`src/rtl/lca_multi_sequencer.sv`:
```
// lca_multi_sequencer: expands LM/SM into one LW/SW micro-op per cycle,
// freezing PC/fetch and steering decode onto the generated micro-op.
module lca_multi_sequencer #(
    parameter int unsigned DATA_W     = 16,
    parameter int unsigned NREG       = 8,
    parameter int unsigned REG_AW     = 3,
    parameter logic [3:0]  OP_LM      = 4'b0110,
    parameter logic [3:0]  OP_SM      = 4'b0111,
    parameter logic [3:0]  OP_LW      = 4'b0100,
    parameter logic [3:0]  OP_SW      = 4'b0101,
    parameter bit          DESCENDING = 1'b0
) (
    input  logic              clk,
    input  logic              reset,
    input  logic              in_valid,
    input  logic [DATA_W-1:0] in_ir,
    input  logic              stall_in,
    input  logic              flush,
    output logic              mop_valid,
    output logic [DATA_W-1:0] mop_ir,
    output logic              mop_first,
    output logic              mop_last,
    output logic              ir_load_mux,
    output logic              pc_write,
    output logic              busy
);

    localparam int unsigned OFF_W = DATA_W - 4 - 2 * REG_AW;
    localparam int unsigned CNT_W = $clog2(NREG) + 1;

    typedef enum logic {
        IDLE = 1'b0,
        SEQ  = 1'b1
    } state_t;

    state_t            state;
    logic [NREG-1:0]   pend;       // registers still to be emitted after the current micro-op
    logic [REG_AW-1:0] base_r;
    logic              is_load_r;
    logic [CNT_W-1:0]  off_r;      // offset of the micro-op currently presented

    logic [3:0]        in_op;
    logic [NREG-1:0]   in_mask;
    logic [REG_AW-1:0] in_base;
    logic              is_mult_c;
    logic              accept_c;
    logic [NREG-1:0]   src_mask;
    logic [REG_AW-1:0] sel_idx;
    logic [NREG-1:0]   sel_bit;
    logic [NREG-1:0]   pend_after;
    logic [CNT_W-1:0]  in_cnt;
    logic [CNT_W-1:0]  first_off;
    logic [CNT_W-1:0]  next_off;
    logic              emit_load;
    logic [REG_AW-1:0] emit_base;
    logic [CNT_W-1:0]  emit_off;
    logic [DATA_W-1:0] emit_ir;
    logic              unused_ir;

    // Instruction field extraction
    assign in_op     = in_ir[DATA_W-1 -: 4];
    assign in_mask   = in_ir[NREG-1:0];
    assign in_base   = in_ir[DATA_W-5 -: REG_AW];
    assign unused_ir = ^in_ir;

    assign is_mult_c = in_valid && ((in_op == OP_LM) || (in_op == OP_SM));
    assign accept_c  = (state == IDLE) && is_mult_c && (in_mask != '0) && !stall_in && !flush;

    // In IDLE the next micro-op comes from the incoming mask, in SEQ from the pending one
    assign src_mask = (state == IDLE) ? in_mask : pend;

    // Priority select of the next register in transfer order
    always_comb begin
        sel_idx = '0;
        if (DESCENDING) begin
            for (int i = 0; i < int'(NREG); i++) begin
                if (src_mask[i]) sel_idx = REG_AW'(i);
            end
        end else begin
            for (int i = int'(NREG) - 1; i >= 0; i--) begin
                if (src_mask[i]) sel_idx = REG_AW'(i);
            end
        end
    end

    assign sel_bit    = NREG'(1) << sel_idx;
    assign pend_after = src_mask & ~sel_bit;

    // Register count of the incoming mask, used as the starting offset when descending
    always_comb begin
        in_cnt = '0;
        for (int i = 0; i < int'(NREG); i++) begin
            in_cnt = in_cnt + CNT_W'(in_mask[i]);
        end
    end

    // Offsets follow register rank so memory layout is independent of transfer order
    assign first_off = DESCENDING ? (in_cnt - CNT_W'(1)) : '0;
    assign next_off  = DESCENDING ? (off_r - CNT_W'(1)) : (off_r + CNT_W'(1));

    assign emit_load = (state == IDLE) ? (in_op == OP_LM) : is_load_r;
    assign emit_base = (state == IDLE) ? in_base : base_r;
    assign emit_off  = (state == IDLE) ? first_off : next_off;
    assign emit_ir   = {(emit_load ? OP_LW : OP_SW), sel_idx, emit_base, OFF_W'(emit_off)};

    // Sequencer state and registered micro-op outputs
    always_ff @(posedge clk) begin
        if (reset) begin
            state     <= IDLE;
            pend      <= '0;
            base_r    <= '0;
            is_load_r <= 1'b0;
            off_r     <= '0;
            mop_valid <= 1'b0;
            mop_ir    <= '0;
            mop_first <= 1'b0;
            mop_last  <= 1'b0;
        end else if (flush) begin
            state     <= IDLE;
            pend      <= '0;
            mop_valid <= 1'b0;
            mop_ir    <= '0;
            mop_first <= 1'b0;
            mop_last  <= 1'b0;
        end else if (!stall_in) begin
            case (state)
                IDLE: begin
                    if (accept_c) begin
                        state     <= SEQ;
                        base_r    <= in_base;
                        is_load_r <= (in_op == OP_LM);
                        off_r     <= first_off;
                        pend      <= pend_after;
                        mop_valid <= 1'b1;
                        mop_ir    <= emit_ir;
                        mop_first <= 1'b1;
                        mop_last  <= (pend_after == '0);
                    end
                end
                SEQ: begin
                    if (pend == '0) begin
                        state     <= IDLE;
                        mop_valid <= 1'b0;
                        mop_ir    <= '0;
                        mop_first <= 1'b0;
                        mop_last  <= 1'b0;
                    end else begin
                        off_r     <= next_off;
                        pend      <= pend_after;
                        mop_valid <= 1'b1;
                        mop_ir    <= emit_ir;
                        mop_first <= 1'b0;
                        mop_last  <= (pend_after == '0);
                    end
                end
                default: state <= IDLE;
            endcase
        end
    end

    // Status and pipeline control; PC is released while the last micro-op is presented
    assign busy        = (state == SEQ);
    assign ir_load_mux = busy;
    assign pc_write    = !(accept_c || (busy && (pend != '0)));

endmodule

```
`config.mk`:
```
export PLATFORM = sky130hd
export DESIGN_NAME = lca_multi_sequencer
export DESIGN_NICKNAME = d
export VERILOG_FILES = /design/src/rtl/lca_multi_sequencer.sv
export SDC_FILE = /design/constraint.sdc
export NUM_CORES = 1
export LEC_CHECK = 0
export CORE_ASPECT_RATIO = 0.5
export CORE_UTILIZATION = 44
export DETAILED_ROUTE_END_ITERATION = 7
export PLACE_DENSITY = 0.87
export RECOVER_POWER = 50
export SYNTH_ARGS = -nofsm -noshare
export SYNTH_HDL_FRONTEND = slang
export SYNTH_SLANG_ARGS = --single-unit
```
`constraint.sdc`:
```
create_clock -name clk -period 2 [get_ports clk]
set_input_delay 0.4 -clock clk [delete_from_list [all_inputs] [get_ports clk]]
set_output_delay 0.4 -clock clk [all_outputs]
set_load 0.005 [all_outputs]
```
==> out/results.tsv <==
stage	metric	value	unit
layout	syn2layout_area_growth	54.7	%
yosys	synth_compound_gate_area_share	0.243	
layout	stdcell_count	340	
clock_tree	tritoncts	done	
clock_tree	h-tree-depth	2	
yosys	synth.distinct_cells	51	
clock_tree	clock_latency	290	ps
timing	final.hold.worst_slack	450	ps
yosys	yosys_most_used_dff	dfxtp_1	
timing	minimum_period_implied_by_the_final_worst_setup_slack	1990	ps
layout	fillCellCount	246	
yosys	post_synth_fa_ha_maj_area_fraction	0.00733	
grt	met1_usage	0.306	
power_and_ir_drop	power.density_cell_area	485	nW/um2
yosys	count_of_synthesis_stage_warnings_from_yosys	0	
yosys	synth_area_per_cell	8.37	um2
grt	grt_pass1_vias	1887	
clock_tree	max-clock-path-buffers	2	
grt	antenna_found_initial	0	
hold_path	min_path_type	flip-flop to flip-flop	
timing	worst_setup_skew_after_layout	4.94	ps
layout	design_area	2640	um2
die	num_rows	15	
yosys	synth.yosys.seq_area_share	0.363	
grt	grt_start_max_net_pins	20	
grt	grt.total_usage	0.272	
timing	drv_slew	0	
die	floorplan.initialDensity	0.479	
grt	groute.layer.met2.usage	0.496	
placed_design	gp_congestion	0.889	
outcome	status	complete, no violations	
die	coreArea	3570	um2
drt	drc_errors	0	
clock_tree	clk_root_buffer_cell	clkbuf_8	
clock_tree	cts_inserted_buffers	5	
yosys	yosys-mux-area-fraction	0.0777	
placed_design	buffer_ports.inserted	37	
worst_setup_path	setup.worst_path.class	flip-flop to flip-flop	
drt	wirelength	6090	um
layout	layout.cells.most_common	buf_4	
drt	detail_route.vias_per_cell	5.95	
worst_setup_path	cp.arrival	2210	ps
drt	detail_route.wl_per_cell	17.9	um
layout	nets	310	
timing	timing.fmax	502	MHz
clock_tree	clkSinkCount	31	
clock_tree	holdBufCountCts	0	
die	fp.dieH	46.1	um
grt	grt_first_pass_wirelength	8630	um
drt	detailroute.via_count	2023	
yosys	synth_top_family_by_area	compound AO/OA/AOI/OAI gates	
layout	diodes	0	
job	max_cap_violations	0	
yosys	async_flop_share	0	
timing	setup_viol	0	
grt	busiest_layer	met2	
drt	drtIter0Drc	203	
worst_setup_path	cp_data_required_time	2220	ps
drt	drt_first_pass_iters	5	
worst_setup_path	cp_max_fo	6	
worst_setup_path	cp-end-kind	flip-flop	
power_and_ir_drop	leakage_power	1.10	nW
yosys	number_of_enable_type_register_cells_in_the_synthesized_netlist	0	
yosys	netlist_area_pre_place	1710	um2
layout	layout_common_cells	buf_4, dfxtp_1, a21oi_1	
grt	globalRouteOverflowTotal	0	
die	i_o_pin_count	43	
die	floorplan.die_area	4150	um2
timing	min_period_over_period	0.996	
power_and_ir_drop	irDropWorstVdd	369	uV
die	die_width	90.1	um
layout	drive_gt1_frac	0.270	
timing	final_hold_viol_count	0	
placed_design	place.detailed.hpwl	3720	um
grt	use_met3	0.0776	
clock_tree	clkTransAtPathRegs	70	ps
placed_design	placed_area	2420	um2
placed_design	place_inst	325	
yosys	post_synth_xor_xnor_area	0.0103	
yosys	postSynthCellCount	204	
yosys	yosys_register_bits	31	
drt	final_antenna_net_count	0	
worst_setup_path	startpoint_type	flip-flop	
yosys	yosys.area_share.simple	0.237	
==> what timing repair did <==
item | 4_1_cts | 5_1_grt
endpoints found under the setup margin | 19 | 18
gates cloned | 1 | 0
buffers inserted | 1 | 5
pin swaps | 11 | 8
endpoints found under the hold margin | 0 | 0
resized for setup | 21 | 21
==> state kept, by name, summed over array words and instances, names as in the netlist <==
register,flops
mop_ir,12
pend,8
off_r,4
base_r,3
busy,1
is_load_r,1
mop_first,1
mop_last,1
==> cell usage after synthesis (all sizes together), types with 2 or more instances <==
library cell	count	area (um2)
a21o	2	15.0
a21oi	24	124
a22o	2	17.5
a22oi	2	15.0
a32oi	5	43.8
and2	5	31.3
and4	2	17.5
buf	10	71.3
clkbuf	6	22.5
dfxtp	31	621
inv	2	7.51
mux2	2	22.5
mux2i	11	110
nand2	17	63.8
nand3	4	20.0
nand3b	3	22.5
nand4b	2	17.5
nor2	18	67.6
nor3	5	25.0
nor3b	2	15.0
nor4	2	12.5
o21a	4	30.0
o21ai	9	45.0
o31ai	2	20.0
or2	2	12.5
or3	7	43.8
or3b	4	35.0
xor2	2	17.5
==> power breakdown <==
group	internal [mW]	switching (mW)
Sequential	0.617	0.000835
Combinational	0.0848	0.0793
Clock	0.242	0.257
Total	0.943	0.337
==> area by class of cell <==
class / count / area [um2] / area share
clock buffers: 5 / 68.8 / 0.0261
clock inverters: 3 / 20.0 / 0.00758
inverters: 2 / 7.51 / 0.00284
multi-input cells: 159 / 1080 / 0.407
flip-flops and latches: 31 / 624 / 0.236
well taps: 51 / 63.8 / 0.0242
repair buffers: 89 / 781 / 0.296
==> logic make-up after synthesis <==
group	after synthesis
xor gates and xnor gates	2
buffers and inverters	18
muxes	13
other	1
DFF	31
AOI/OAI and AO/OA	62
adders and majority gates	1
and+or+nand+nor	76
==> critical path, stage by stage (launching register included) <==
cell and delay (ps):
dfxtp_4 380, or2_0 230, a2111o_1 480, buf_6 170
a21oi_4 200, buf_6 150, nand3_1 100, a21oi_1 210
==> per-stage QoR <==
step            util  TNS [ps]  worst slack [ps]  total power [mW]
4_1_cts        0.716         0              4.56              1.27
5_1_grt        0.741      -143             -54.8              1.33
2_1_floorplan      -         0               111             0.693
6_report       0.741         0              7.49              1.28
3_5_place_dp   0.678     -9920              -492             0.784
3_3_place_gp   0.678     -8840              -472             0.781
==> final timing paths <==
| path | cells after the start | start | slack [ps] | end |
|---|---|---|---|---|
| max | 7 | busy$_SDFFE_PP0N_ | 7 | pend[3]$_SDFFE_PP0P_ |
| min | 2 | mop_ir[11]$_SDFFE_PP0P_ | 450 | mop_ir[11]$_SDFFE_PP0P_ |
| max reg2reg | 7 | busy$_SDFFE_PP0N_ | 7 | pend[3]$_SDFFE_PP0P_ |
| min reg2reg | 2 | mop_ir[11]$_SDFFE_PP0P_ | 450 | mop_ir[11]$_SDFFE_PP0P_ |
==> per-layer routing <==
metal / up-vias / wire length [um]
met4: 0 / 233
met3: 33 / 430
met2: 125 / 2810
met1: 948 / 2610
li1: 917 / -
met5: - / 0
Note: power is estimated with default switching activity, not from simulation.
